===== src/rtl/pit_8253.sv =====
// pit_8253: 8253-style programmable interval timer, three channels on I/O
// ports BASE..BASE+3. A phase accumulator derives the PIT tick from iClk.
// Counting is binary only, in mode 0 (one-shot), mode 2 (rate generator)
// and mode 3 (square wave).
// Optional build macro PIT_LATCH_EN adds the counter-latch command (RW = 00).
module pit_8253 #(
    parameter int unsigned CLK_HZ = 10000000,
    parameter int unsigned PIT_HZ = 1193182,
    parameter logic [15:0] BASE   = 16'h0040
) (
    input  logic        iClk,
    input  logic        iResetN,
    input  logic [15:0] iAddr,
    input  logic [7:0]  iData,
    input  logic        iIoWr,
    input  logic        iIoRd,
    input  logic        iGate2,
    output logic        oSel,
    output logic [7:0]  oData,
    output logic        oOut0,
    output logic        oOut1,
    output logic        oOut2
);
    localparam int ACC_W = $clog2(2 * CLK_HZ);

    // Only three behaviours exist; modes 1/4/5 fold into mode 0, 6/7 into 2/3.
    typedef enum logic [1:0] {
        M_INT    = 2'd0,
        M_RATE   = 2'd2,
        M_SQUARE = 2'd3
    } mode_e;

    function automatic mode_e decode_mode(input logic [1:0] m_low);
        case (m_low)
            2'b10:   return M_RATE;
            2'b11:   return M_SQUARE;
            default: return M_INT;
        endcase
    endfunction

    // ---------------- tick generator ----------------
    logic [ACC_W-1:0] acc_q, acc_d;
    logic [ACC_W:0]   acc_sum;
    logic             tick;

    // Phase accumulator: add PIT_HZ each clock, wrap at CLK_HZ and emit a tick.
    always_comb begin
        acc_sum = {1'b0, acc_q} + (ACC_W + 1)'(PIT_HZ);
        tick    = (acc_sum >= (ACC_W + 1)'(CLK_HZ));
        acc_d   = tick ? ACC_W'(acc_sum - (ACC_W + 1)'(CLK_HZ)) : acc_sum[ACC_W-1:0];
    end

    // Accumulator register.
    always_ff @(posedge iClk or negedge iResetN) begin
        if (!iResetN) acc_q <= '0;
        else          acc_q <= acc_d;
    end

    // ---------------- bus decode ----------------
    logic       in_range;
    logic [1:0] port;
    logic       wr_hit;
    logic       rd_hit;
    logic       cw_wr;

    assign in_range = ({1'b0, iAddr} >= {1'b0, BASE}) &&
                      ({1'b0, iAddr} <= ({1'b0, BASE} + 17'd3));
    assign port     = 2'(iAddr - BASE);
    assign wr_hit   = iIoWr && in_range;
    assign rd_hit   = iIoRd && in_range;
    assign cw_wr    = wr_hit && (port == 2'd3);
    assign oSel     = rd_hit;

    wire [2:0][7:0] rd_byte;
    wire [2:0]      out_vec;

    // ---------------- channels ----------------
    for (genvar gi = 0; gi < 3; gi++) begin : g_ch
        logic [15:0] count_q, count_d;
        logic [15:0] reload_q, reload_d;
        logic [15:0] latch_q, latch_d;
        mode_e       mode_q, mode_d;
        logic [1:0]  rw_q, rw_d;
        logic [7:0]  lsb_q, lsb_d;
        logic        wr_tog_q, wr_tog_d;
        logic        rd_tog_q, rd_tog_d;
        logic        null_q, null_d;
        logic        pend_q, pend_d;
        logic        out_q, out_d;
        logic        gate_q, gate_d;
        logic        grl_q, grl_d;
        logic        extra_q, extra_d;
        logic        held_q, held_d;

        logic        gate;
        logic        cw_sel;
        logic        cnt_wr;
        logic        rd_sel;
        logic        wr_any;
        logic        complete;
        logic [15:0] new_val;
        logic [15:0] view;
        logic [15:0] load_val;
        logic [15:0] dec1;
        logic [15:0] dec2;
        logic [7:0]  rd_b;

        assign gate     = (gi == 2) ? iGate2 : 1'b1;
        assign cw_sel   = cw_wr && (iData[7:6] == 2'(gi));
        assign cnt_wr   = wr_hit && (port == 2'(gi));
        assign rd_sel   = rd_hit && (port == 2'(gi));
        // A null channel shows its reload value; a held latch overrides both.
        assign view     = held_q ? latch_q : (null_q ? reload_q : count_q);
        // Square wave counts by two from the even part of N.
        assign load_val = (mode_q == M_SQUARE) ? {reload_q[15:1], 1'b0} : reload_q;
        assign dec1     = count_q - 16'd1;
        assign dec2     = count_q - 16'd2;

        // Read byte selection following the RW access mode and read toggle.
        always_comb begin
            case (rw_q)
                2'b10:   rd_b = view[15:8];
                2'b11:   rd_b = rd_tog_q ? view[15:8] : view[7:0];
                default: rd_b = view[7:0];
            endcase
        end
        assign rd_byte[gi] = rd_b;
        assign out_vec[gi] = out_q;

        // Channel next state: bus reads/writes first, then tick-driven counting.
        always_comb begin
            count_d  = count_q;
            reload_d = reload_q;
            latch_d  = latch_q;
            mode_d   = mode_q;
            rw_d     = rw_q;
            lsb_d    = lsb_q;
            wr_tog_d = wr_tog_q;
            rd_tog_d = rd_tog_q;
            null_d   = null_q;
            pend_d   = pend_q;
            out_d    = out_q;
            gate_d   = gate;
            grl_d    = grl_q | (gate & ~gate_q);
            extra_d  = extra_q;
            held_d   = held_q;
            wr_any   = 1'b0;
            complete = 1'b0;
            new_val  = reload_q;

            if (rd_sel) begin
                if (rw_q == 2'b11) rd_tog_d = ~rd_tog_q;
                // The latch is released by its last byte.
                if (held_q && ((rw_q != 2'b11) || rd_tog_q)) held_d = 1'b0;
            end

            if (cw_sel && (iData[5:4] != 2'b00)) begin
                wr_any   = 1'b1;
                mode_d   = decode_mode(iData[2:1]);
                rw_d     = iData[5:4];
                wr_tog_d = 1'b0;
                rd_tog_d = 1'b0;
                null_d   = 1'b1;
                pend_d   = 1'b0;
                grl_d    = 1'b0;
                extra_d  = 1'b0;
                held_d   = 1'b0;
                out_d    = (decode_mode(iData[2:1]) != M_INT);
            end
`ifdef PIT_LATCH_EN
            else if (cw_sel) begin
                wr_any = 1'b1;
                if (!held_q) begin
                    latch_d = view;
                    held_d  = 1'b1;
                end
            end
`endif

            if (cnt_wr && (rw_q != 2'b00)) begin
                wr_any = 1'b1;
                case (rw_q)
                    2'b01: begin
                        new_val  = {8'h00, iData};
                        complete = 1'b1;
                    end
                    2'b10: begin
                        new_val  = {iData, 8'h00};
                        complete = 1'b1;
                    end
                    default: begin
                        if (!wr_tog_q) begin
                            lsb_d    = iData;
                            wr_tog_d = 1'b1;
                        end else begin
                            new_val  = {iData, lsb_q};
                            wr_tog_d = 1'b0;
                            complete = 1'b1;
                        end
                    end
                endcase
                if (complete) begin
                    reload_d = new_val;
                    // Mode 0 restarts at once; running modes 2/3 pick it up at terminal count.
                    if (mode_q == M_INT) begin
                        out_d  = 1'b0;
                        null_d = 1'b1;
                        pend_d = 1'b1;
                    end else if (null_q) begin
                        pend_d = 1'b1;
                    end
                end
            end

            if (tick && !wr_any && gate) begin
                if (pend_q || (grl_q && !null_q)) begin
                    count_d = load_val;
                    null_d  = 1'b0;
                    pend_d  = 1'b0;
                    grl_d   = 1'b0;
                    extra_d = 1'b0;
                    out_d   = (mode_q != M_INT);
                end else if (null_q) begin
                    grl_d = 1'b0;
                end else begin
                    case (mode_q)
                        M_RATE: begin
                            if (count_q == 16'd2) begin
                                count_d = dec1;
                                out_d   = 1'b0;
                            end else if (count_q == 16'd1) begin
                                count_d = reload_q;
                                out_d   = 1'b1;
                            end else begin
                                count_d = dec1;
                            end
                        end
                        M_SQUARE: begin
                            // Odd N: the high phase holds at zero for one extra tick.
                            if (extra_q) begin
                                extra_d = 1'b0;
                                out_d   = ~out_q;
                                count_d = load_val;
                            end else if (dec2 == 16'd0) begin
                                if (out_q && reload_q[0]) begin
                                    extra_d = 1'b1;
                                    count_d = 16'd0;
                                end else begin
                                    out_d   = ~out_q;
                                    count_d = load_val;
                                end
                            end else begin
                                count_d = dec2;
                            end
                        end
                        default: begin
                            count_d = dec1;
                            if (dec1 == 16'd0) out_d = 1'b1;
                        end
                    endcase
                end
            end

            if (!gate && (mode_d != M_INT)) out_d = 1'b1;
        end

        // Channel state registers.
        always_ff @(posedge iClk or negedge iResetN) begin
            if (!iResetN) begin
                count_q  <= '0;
                reload_q <= '0;
                latch_q  <= '0;
                mode_q   <= M_INT;
                rw_q     <= 2'b00;
                lsb_q    <= '0;
                wr_tog_q <= 1'b0;
                rd_tog_q <= 1'b0;
                null_q   <= 1'b1;
                pend_q   <= 1'b0;
                out_q    <= 1'b0;
                gate_q   <= 1'b0;
                grl_q    <= 1'b0;
                extra_q  <= 1'b0;
                held_q   <= 1'b0;
            end else begin
                count_q  <= count_d;
                reload_q <= reload_d;
                latch_q  <= latch_d;
                mode_q   <= mode_d;
                rw_q     <= rw_d;
                lsb_q    <= lsb_d;
                wr_tog_q <= wr_tog_d;
                rd_tog_q <= rd_tog_d;
                null_q   <= null_d;
                pend_q   <= pend_d;
                out_q    <= out_d;
                gate_q   <= gate_d;
                grl_q    <= grl_d;
                extra_q  <= extra_d;
                held_q   <= held_d;
            end
        end
    end

    // Read data mux; the control port reads as all ones.
    always_comb begin
        case (port)
            2'd0:    oData = rd_byte[0];
            2'd1:    oData = rd_byte[1];
            2'd2:    oData = rd_byte[2];
            default: oData = 8'hFF;
        endcase
    end

    assign oOut0 = out_vec[0];
    assign oOut1 = out_vec[1];
    assign oOut2 = out_vec[2];
endmodule


===== config.mk =====
export PLATFORM = sky130hd
export DESIGN_NAME = pit_8253
export DESIGN_NICKNAME = d
export VERILOG_FILES = /design/src/rtl/pit_8253.sv
export SDC_FILE = /design/constraint.sdc
export NUM_CORES = 1
export LEC_CHECK = 0
export CAP_MARGIN = 5
export CORE_MARGIN = 5
export CORE_UTILIZATION = 45
export DETAILED_ROUTE_END_ITERATION = 8
export GPL_ROUTABILITY_DRIVEN = 0
export MAX_ROUTING_LAYER = met4
export PLACE_DENSITY = 0.6
export SLEW_MARGIN = 15
export SYNTH_ARGS = -nofsm -noshare
export SYNTH_HDL_FRONTEND = slang
export SYNTH_SLANG_ARGS = --single-unit
export TNS_END_PERCENT = 5

===== constraint.sdc =====
create_clock -name iClk -period 11.3 [get_ports iClk]
set_clock_uncertainty 0.2 [all_clocks]
set_input_delay 1.13 -clock iClk [delete_from_list [all_inputs] [get_ports iClk]]
set_output_delay 1.13 -clock iClk [all_outputs]
set_load 0.05 [all_outputs]

==> results of run 1 <==
[registers in the layout, summed over array words and instances, names as in the netlist, 6 cells and up]
register	count
acc_q	24
g_ch.count_q	48
g_ch.lsb_q	24
g_ch.mode_q	6
g_ch.reload_q	48
g_ch.rw_q	6
[cells in the final DEF, fill, tap and decap left out, types with 31 or more instances in the layout]
master	Yosys	routed
o21ai_0	191	190
nand2_1	183	183
dfrtp_1	176	176
nor2_1	142	142
a21oi_1	86	86
mux2i_1	57	57
nor3_1	54	54
xnor2_1	52	52
inv_1	46	46
nor2b_1	40	40
clkdlybuf4s50_1	0	39
o22ai_1	34	34
xor2_1	33	33
nand3_1	32	32
a31oi_1	31	31
ha_1	31	31
[cell families (layout without fill, tap and decap cells)]
| kind of cell | Yosys count | after routing | synth area share, % |
|---|---|---|---|
| other cells | 1 | 3 | 0.0265 |
| simple gates | 628 | 628 | 22.5 |
| flops | 179 | 179 | 31.6 |
| xor+xnor | 86 | 86 | 5.37 |
| buf+inv | 191 | 140 | 5.42 |
| mux | 88 | 88 | 6.49 |
| fa+ha+maj | 31 | 31 | 2.74 |
| compound gates | 560 | 560 | 25.8 |
[final timing paths]
path | start | to | slack, ps | cells after the start
min in group asynchronous | iResetN | acc_q[2] | 580 | 1
setup / recovery | iAddr[7] | oSel | 6300 | 6
hold / removal | g_ch[0].lsb_q[3] | g_ch[0].lsb_q[3] | 300 | 1
max in group asynchronous | iResetN | g_ch[2].count_q[6] | 8710 | 2
setup reg to reg | acc_q[3] | g_ch[0].count_q[13] | 6640 | 12
hold reg to reg | g_ch[0].lsb_q[3] | g_ch[0].lsb_q[3] | 300 | 1
[worst max-delay path, cell delays in order]
cell and delay, ps:
clkdlybuf4s50_1 410, nor4b_1 310, and4_1 620, nand2_1 190, inv_1 170, clkdlybuf4s50_1 830
[layer usage]
layer	up-vias	GRT usage, %	part of all wire (%)
li1	6355	-	-
met1	6582	35.5	44
met2	578	39.1	46
met3	76	2.93	6.3
met4	0	9.51	3.4
met5	-	-	0
[power groups by stage]
stage	sequential, W	clock, W	combinational, W
2_1_floorplan	0.000659	0	0.000111
3_3_place_gp	0.000666	0	0.000161
3_5_place_dp	0.000666	0	0.000163
4_1_cts	0.000653	0.000604	0.000164
5_1_grt	0.000654	0.000627	0.000183
6_report	0.000653	0.000591	0.000166
[through the flow]
step | hold WS [ps] | util (%) | power [W] | cells | instance area, um^2
after global routing | 305 | 48.7 | 0.00146 | 2117 | 15200
after floorplan | 237 | - | 0.000770 | 1764 | 14200
after detailed placement | 285 | 46.8 | 0.000829 | 2083 | 14700
after CTS | 301 | 48.7 | 0.00142 | 2115 | 15200
after global placement | 280 | 46.8 | 0.000827 | 2083 | 14700
final | 298 | 48.7 | 0.00141 | 2117 | 15200
[area by class of cell]
class                      instances  share of cell area [%]
timing repair buffer              61                    3.68
multi-input combinational       1394                    58.7
sequential                       179                    29.4
inverter                          47                    1.16
clock inverter                    15                   0.944
antenna                            2                  0.0328
tap                              402                    3.30
clock buffer                      17                    2.79
==> impl_metrics.tcl, run 1 <==
set metrics [dict create \
    slew_headroom_pct 19.4 \
    finalSetupViolations 0 \
    crit_type "in -> out" \
    core_um2 31300 \
    wl_per_cell_um 21.1 \
    setup_slack_ps 6300 \
    nFillCells 3032 \
    syn_area_per_cell_um2 8.03 \
    start_util_pct 45.2 \
    synth_commonest_cells "o21ai_0, nand2_1, dfrtp_1" \
    dieArea_um2 35100 \
    cts_setup_buffers 0 \
    p_leak_nw 6.08 \
    pre_cts_slack_ps 6240 \
    min-delay-path-class "reg -> reg" \
    synth_edf_count 0 \
    die_w_um 187 \
    synthArstFlopShare_pct 100 \
    cp_max_fo 13 \
    synth_ff_type "dfrtp_1" \
    synthMostInstantiatedCell "o21ai_0" \
    clkPwrFrac_pct 41.9 \
    cts_buffer_depth 2 \
    cts_tree "yes" \
    drt_iter0_markers 1490 \
    timing.final.crit_share_pct 44.2 \
    drive_gt1_share_pct 7.53 \
    rsz0062_at_grt "false" \
    ys_seq_elements 179 \
    num_rows 65 \
    netlist_area_um2 14200 \
    max_freq_mhz 200 \
    maxCapViolCount 0 \
    multi_input_area_um2 8950 \
    finalCriticalPeriod_ps 5000 \
    fin_nets 1760 \
    cp.required_ps 9970 \
    finalWirelength_um 44600 \
    switching_share_pct 29.4 \
    power_density_nw_per_um2 92.5 \
    antenna_found_initial 2 \
    cts_hold_buf 0 \
    netlist.area_leader.share_pct 31.1 \
    numCtsBuffers 17 \
    ir_drop_mv 0.0980 \
    clock-root-buffer "clkbuf_16" \
    endpoint_kind "output pin" \
    grt_pass1_vias 12700 \
    power.internal_w 0.000996 \
    synth_warnings 0 \
    pwr-share-seq_pct 46.3 \
    dp.final_hpwl_um 31500 \
    grt-ovfl-total 0 \
    viasPerCell 6.42 \
    grt_util_all_layers_pct 25.7 \
    area.growth.synth_to_final_pct 7.66 \
    htreeDepth 4 \
    arrival_ps 3670 \
    outcome "finished, final reports clean" \
    io_buffers 40 \
    yosys-top-cells-area "dfrtp_1, o21ai_0, nand2_1" \
    power_frac_comb_pct 11.8 \
    syn_inst 1764 \
    detail-route-antenna-nets 0 \
    cts_sinks 179 \
    grt_pass1_wl_um 72100 \
    yosysTopAreaCell "dfrtp_1" \
    finalHoldViolations 0 \
    slew_viol_final 0 \
    grt_max_degree 108 \
    worstMarginPinSlew_ps 1210 \
    path_clk_slew_ps 70 \
    dieHeight_um 187 \
    vias 13600 \
    drc 0 \
    seq_area_frac_synth_pct 31.6 \
    tns_ps 0 \
    critPathLaunchType "input pin" \
    syn-num-nets 1824 \
    postCtsResizedCells 0 \
    insertion_delay_ps 450 \
    ys_types 97 \
    register_area_um2 4480 \
    drt-pass1-iter-count 5 \
    p_switching_w 0.000414 \
    pin_count 41 \
]
(Power assumes the default switching activity.)
==> run 2: changes to the inputs <==
--- a/config.mk
+++ b/config.mk
@@ -11,7 +11,7 @@
 export DETAILED_ROUTE_END_ITERATION = 8
 export GPL_ROUTABILITY_DRIVEN = 0
 export MAX_ROUTING_LAYER = met4
-export PLACE_DENSITY = 0.6
+export PLACE_DENSITY = 0.63
 export SLEW_MARGIN = 15
 export SYNTH_ARGS = -nofsm -noshare
 export SYNTH_HDL_FRONTEND = slang
==> constraint.sdc (replaced) <==
create_clock -name iClk -period 4 [get_ports iClk]
set_clock_uncertainty 0.2 [all_clocks]
set_input_delay 0.4 -clock iClk [delete_from_list [all_inputs] [get_ports iClk]]
set_output_delay 0.4 -clock iClk [all_outputs]
set_load 0.05 [all_outputs]
==> run 2 against run 1 <==
Effect of this change: sequential share of layout area down 1.4 points; design area up 5.0%; sequential cell count unchanged; worst setup slack got worse by 6200 ps; critical path type is now reg -> reg; non-clock buffer count increased by 78; global-route usage increased by 0.23 points; critical endpoint is now acc_q[18]; total power increased to 2.9 times the previous value.
==> impl_metrics.tcl, run 2 (synthesized netlist as in run 1, its figures left out) <==
set metrics [dict create \
    outcome "finished, final reports clean" \
    fin_area_um2 16000 \
    grt_util_all_layers_pct 25.9 \
    insertion_delay_ps 440 \
    critical_path.endpoint "acc_q[18]" \
    finalWirelength_um 45400 \
    cts_buffer_depth 2 \
    drc 0 \
    maxCapViolCount 0 \
    cp_max_fo 11 \
    slew_viol_final 0 \
    power_density_nw_per_um2 253 \
    finalSetupViolations 0 \
    rsz0062_at_grt "true" \
    wl_per_cell_um 20.7 \
    num_rows 65 \
    crit_type "reg -> reg" \
    antenna_found_initial 0 \
    pin_count 41 \
    dieHeight_um 187 \
    critPathMaxStageDelay_ps 510 \
    timing.final.crit_share_pct 97.1 \
    switching_share_pct 28.7 \
    cts_sinks 179 \
    dp_cells 2147 \
    fin_nets 1840 \
    min_from "acc_q[1]" \
    drt-pass1-iter-count 6 \
    drive_gt1_share_pct 12.8 \
    detail-route-antenna-nets 0 \
    critPathLaunchType "register" \
    pre_cts_slack_ps -35.6 \
    min-delay-path-class "reg -> reg" \
    core_um2 31300 \
    drt_iter0_markers 1875 \
    layout_commonest_cell "o21ai_0" \
    slew_headroom_pct 27.1 \
    r2r-start "acc_q[2]" \
    htreeDepth 4 \
    cts_tree "yes" \
    crit_start "acc_q[2]" \
    layout_common_cells "o21ai_0, nand2_1, dfrtp_1" \
    start_util_pct 45.2 \
    dp.final_hpwl_um 32700 \
    clkPwrFrac_pct 41.8 \
    antenna_cells 0 \
    grt-ovfl-total 0 \
    cpMaxStageDelayCell "or4_1" \
    endpoint_kind "register" \
    die_w_um 187 \
    p_switching_w 0.00116 \
    grt_pass1_vias 13100 \
    cp.required_ps 4130 \
    reg_top3 "g_ch.count_q (48), g_ch.reload_q (48)" \
    viasPerCell 6.40 \
    grt_pass1_wl_um 72500 \
    arrival_ps 4010 \
    numCtsBuffers 17 \
    max_freq_mhz 258 \
    finalHoldViolations 0 \
    clock-root-buffer "clkbuf_16" \
    ir_drop_mv 0.300 \
    final_cells 2195 \
    nFillCells 2931 \
    path_clk_slew_ps 70 \
    pwr-share-seq_pct 45.6 \
    grt_max_degree 102 \
    r2r-end "acc_q[18]" \
    setup_slack_ps 117 \
    place_area_um2 15200 \
    area.growth.synth_to_final_pct 13.0 \
    worstMarginPinSlew_ps 1090 \
    io_buffers 40 \
    power_frac_comb_pct 12.6 \
    power.internal_w 0.00289 \
    crit_path_cell_trace "inv_2, ha_2, or3b_4, a311oi_4, buf_6, o31a_4, xor2_4, nand4b_1, nor4_4, a211oi_4, buf_12, or4_1, o311a_1" \
    finalCriticalPeriod_ps 3880 \
    p_leak_nw 6.57 \
    vias 14100 \
    dieArea_um2 35100 \
    rrSetupSlack_ps 120 \
    worstRegToRegCells 13 \
]
[run 2: changes by cell type in the layout (fill, tap and decap cells not counted), moves of 3 or more]
cell             previous run  this run
inv_8                       5         2
nor4_4                      0         3
buf_4                      21        98
inv_6                       1         5
clkdlybuf4s50_1            39        34
[run 2: critical path: cells and delay by family (launching register included)]
kind            cells  cell delay, ps
xor+xnor            1             200
buf+inv             3             420
flops               1             440
compound gates      4             800
simple gates        4            1530
fa+ha+maj           1             180
[run 2: power by group through the flow]
stage	Clock, W	Sequential [W]	Combinational, W
2_1_floorplan	0	0.00186	0.000312
6_report	0.00169	0.00185	0.000510
3_3_place_gp	0	0.00188	0.000483
5_1_grt	0.00179	0.00185	0.000556
3_5_place_dp	0	0.00188	0.000488
4_1_cts	0.00171	0.00184	0.000492
[run 2: worst min path at each step]
stage | to | slack [ps] | depth (start not counted)
CTS | acc_q[1] | 240 | 1
global placement | acc_q[1] | 240 | 1
finish | acc_q[1] | 240 | 1
detailed placement | acc_q[1] | 230 | 1
global route | acc_q[1] | 270 | 1
floorplan | acc_q[10] | -100 | 0
[run 2: cell type report]
class	instances	area [um^2]	share of cell area, %
Clock buffer	17	425	2.66
Clock inverter	15	148	0.922
Inverter	47	176	1.10
Multi-Input combinational cell	1396	9080	56.7
Sequential cell	179	4480	28.0
Tap cell	402	503	3.14
Timing Repair Buffer	139	1190	7.42
[run 2: per-layer routing]
metal / GRT usage [%] / part of all wire [%] / vias to the layer above / wire (um)
li1: - / - / 6520 / -
met1: 35.3 / 44 / 6777 / 20100
met2: 39.7 / 46 / 625 / 20800
met3: 3.75 / 6.4 / 129 / 2930
met4: 9.23 / 3.5 / 0 / 1590
met5: - / 0 / - / 0
[run 2: through the flow]
stage	power, W	hold WS (ps)	utilization, %	TNS [ps]
after floorplan	0.00217	-95.6	-	0
after global placement	0.00236	236	48.4	0
after detailed placement	0.00237	231	48.4	-44.9
after CTS	0.00405	243	50.4	0
after global routing	0.00420	265	51.1	-678
final	0.00405	244	51.1	0
[run 2: timing repair]
action                                  CTS  global route
hold buffers                              1             0
setup buffers                             2            10
endpoints found under the setup margin    4            66
pin swaps                                 2             8
resized for setup                         3            22
gates cloned                              0             3
endpoints found under the hold margin    96             0
==> run 3: changes to the inputs <==
==> constraint.sdc (replaced) <==
create_clock -name iClk -period 3.3 [get_ports iClk]
set_clock_uncertainty 0.2 [all_clocks]
set_input_delay 0.33 -clock iClk [delete_from_list [all_inputs] [get_ports iClk]]
set_output_delay 0.33 -clock iClk [all_outputs]
set_load 0.05 [all_outputs]
==> run 3 against run 2 <==
Effect of this change: the flow now finishes with violations (negative setup slack); highest routed layer unchanged; global-route usage increased by 1.2 points; sequential cell count unchanged; combinational power increased by 37%; final cell count grew 7.1%; routed wire length is 4.9% higher; worst hold slack worse by 28 ps; largest cell class unchanged; clock power grew 28%; via count rose by 5.3%; largest power group unchanged; sequential share of layout area is 2.3 points lower; critical path depth unchanged; die area did not move; first-iteration DRC count shrank 7.5%.
==> impl_metrics.tcl, run 3 (synthesized netlist as in run 1, its figures left out) <==
set metrics [dict create \
    pin_count 41 \
    crit_type "reg -> reg" \
    io_buffers 40 \
    grt_pass1_wl_um 75700 \
    power.total_w 0.00508 \
    pwr-share-seq_pct 43.8 \
    insertion_delay_ps 440 \
    antenna_found_initial 1 \
    dieArea_um2 35100 \
    clock-root-buffer "clkbuf_16" \
    drt-pass1-iter-count 7 \
    clkPwrFrac_pct 42.5 \
    finalCriticalPeriod_ps 3690 \
    maxCapViolCount 0 \
    p_switching_w 0.00149 \
    start_util_pct 45.2 \
    fin_nets 1994 \
    layout_commonest_cell "buf_4" \
    finalWirelength_um 47700 \
    drt_iter0_markers 1734 \
    drive_gt1_share_pct 20.9 \
    finalSetupViolations 81 \
    rsz0062_at_grt "true" \
    numCtsBuffers 17 \
    whs_ps 215 \
    cp_max_fo 6 \
    register_area_um2 4480 \
    grt_util_all_layers_pct 27.1 \
    power.internal_w 0.00359 \
    drc 0 \
    cts_buffer_depth 2 \
    wl_per_cell_um 20.3 \
    multi_input_area_um2 9160 \
    layout_common_cells "buf_4, nand2_1, o21ai_0, dfrtp_1, nor2_1" \
    num_rows 65 \
    violations "negative setup slack" \
    max_freq_mhz 271 \
    htreeDepth 4 \
    path_clk_slew_ps 80 \
    setup_slack_ps -392 \
    grt_max_degree 69 \
    min-delay-path-class "in -> async" \
    slew_viol_final 0 \
    final_core_util_pct 55.7 \
    viasPerCell 6.30 \
    crit_start "acc_q[2]" \
    power_frac_comb_pct 13.7 \
    grt-ovfl-total 0 \
    cts_sinks 179 \
    cp.required_ps 3460 \
    grt_pass1_vias 14100 \
    core_um2 31300 \
    outcome "complete, but fails checks" \
    cts_tree "yes" \
    p_leak_nw 7.41 \
    endpoint_kind "register" \
    worstMarginPinSlew_ps 692 \
    arrival_ps 3850 \
    slew_headroom_pct 53.7 \
    r2r-start "acc_q[2]" \
    dieHeight_um 187 \
    power_density_nw_per_um2 292 \
    ir_drop_mv 0.387 \
    die_w_um 187 \
    switching_share_pct 29.4 \
    area.growth.synth_to_final_pct 23.1 \
    dp.final_hpwl_um 35200 \
    nFillCells 2844 \
    critPathLaunchType "register" \
    vias 14800 \
    detail-route-antenna-nets 0 \
    reg_top3 "g_ch.count_q (48), g_ch.reload_q (48)" \
    worstRegToRegCells 13 \
    finalHoldViolations 0 \
    timing.final.crit_share_pct 112 \
]
## run 3: changes by cell type in the layout (fill, tap and decap cells not counted), moves of 4 or more
cell             before  now
o21ai_0             190  176
buf_12                2   13
clkinv_8              0    5
o21ai_1              13   26
clkdlybuf4s50_1      34   30
buf_4                98  243
o41ai_1               6    2
## run 3: worst paths after layout
kind	endpoint	slack [ps]
worst max-delay path	oOut0	-390
worst min-delay path	g_ch[2].count_q[5]	220
worst max register to register	oOut0	-390
worst min register to register	g_ch[2].lsb_q[1]	300
max in group asynchronous	g_ch[0].null_q	1890
min in group iClk	g_ch[2].lsb_q[1]	300
## run 3: power by group through the flow
stage | combinational [W] | clock [W] | sequential, W
after floorplan | 0.000380 | 0 | 0.00226
after global placement | 0.000672 | 0 | 0.00227
after detailed placement | 0.000679 | 0 | 0.00227
after CTS | 0.000687 | 0.00218 | 0.00222
after global routing | 0.000757 | 0.00227 | 0.00223
final | 0.000698 | 0.00216 | 0.00223
## run 3: worst max-delay path, cell delays in order, from the launching register on
cell and delay (ps):
dfrtp_1 390, buf_4 160, or4_4 490, buf_4 170, a311o_1 350, a32oi_2 270
nand4b_1 220, a31o_1 280, nand3b_1 130, a211oi_4 110, buf_12 170, buf_4 150
or3_1 360, o22ai_1 150
## run 3: routing by layer
layer | wire length [um] | track usage, % | vias up
met4 | 1400 | 8.78 | 0
met5 | 0 | - | -
met3 | 3770 | 4.52 | 114
met2 | 21500 | 40.9 | 706
met1 | 21000 | 37.4 | 7150
li1 | - | - | 6830
## run 3: layout make-up
type / count / area share, %
diodes: 1 / 0.0144
clock buffers: 18 / 2.46
clock inverters: 14 / 1.06
inverters: 47 / 1.01
multi-input cells: 1394 / 52.5
flip-flops and latches: 179 / 25.7
well taps: 402 / 2.89
repair buffers: 295 / 14.3
## run 3: repair_timing
item	in CTS	in global routing
hold endpoints to repair	51	0
pin swaps	14	18
resized for setup	19	35
endpoints found under the setup margin	81	81
buffers inserted	6	2
hold buffers	1	0
## run 3: per-stage QoR
step / setup TNS (ps) / worst slack (ps) / instance area, um^2 / std cells
floorplan: -13360 / -250 / 14200 / 1764
global placement: -23730 / -361 / 16500 / 2309
detailed placement: -27280 / -437 / 16500 / 2309
CTS: -20290 / -340 / 17300 / 2348
global route: -33210 / -509 / 17400 / 2350
finish: -18850 / -392 / 17400 / 2350
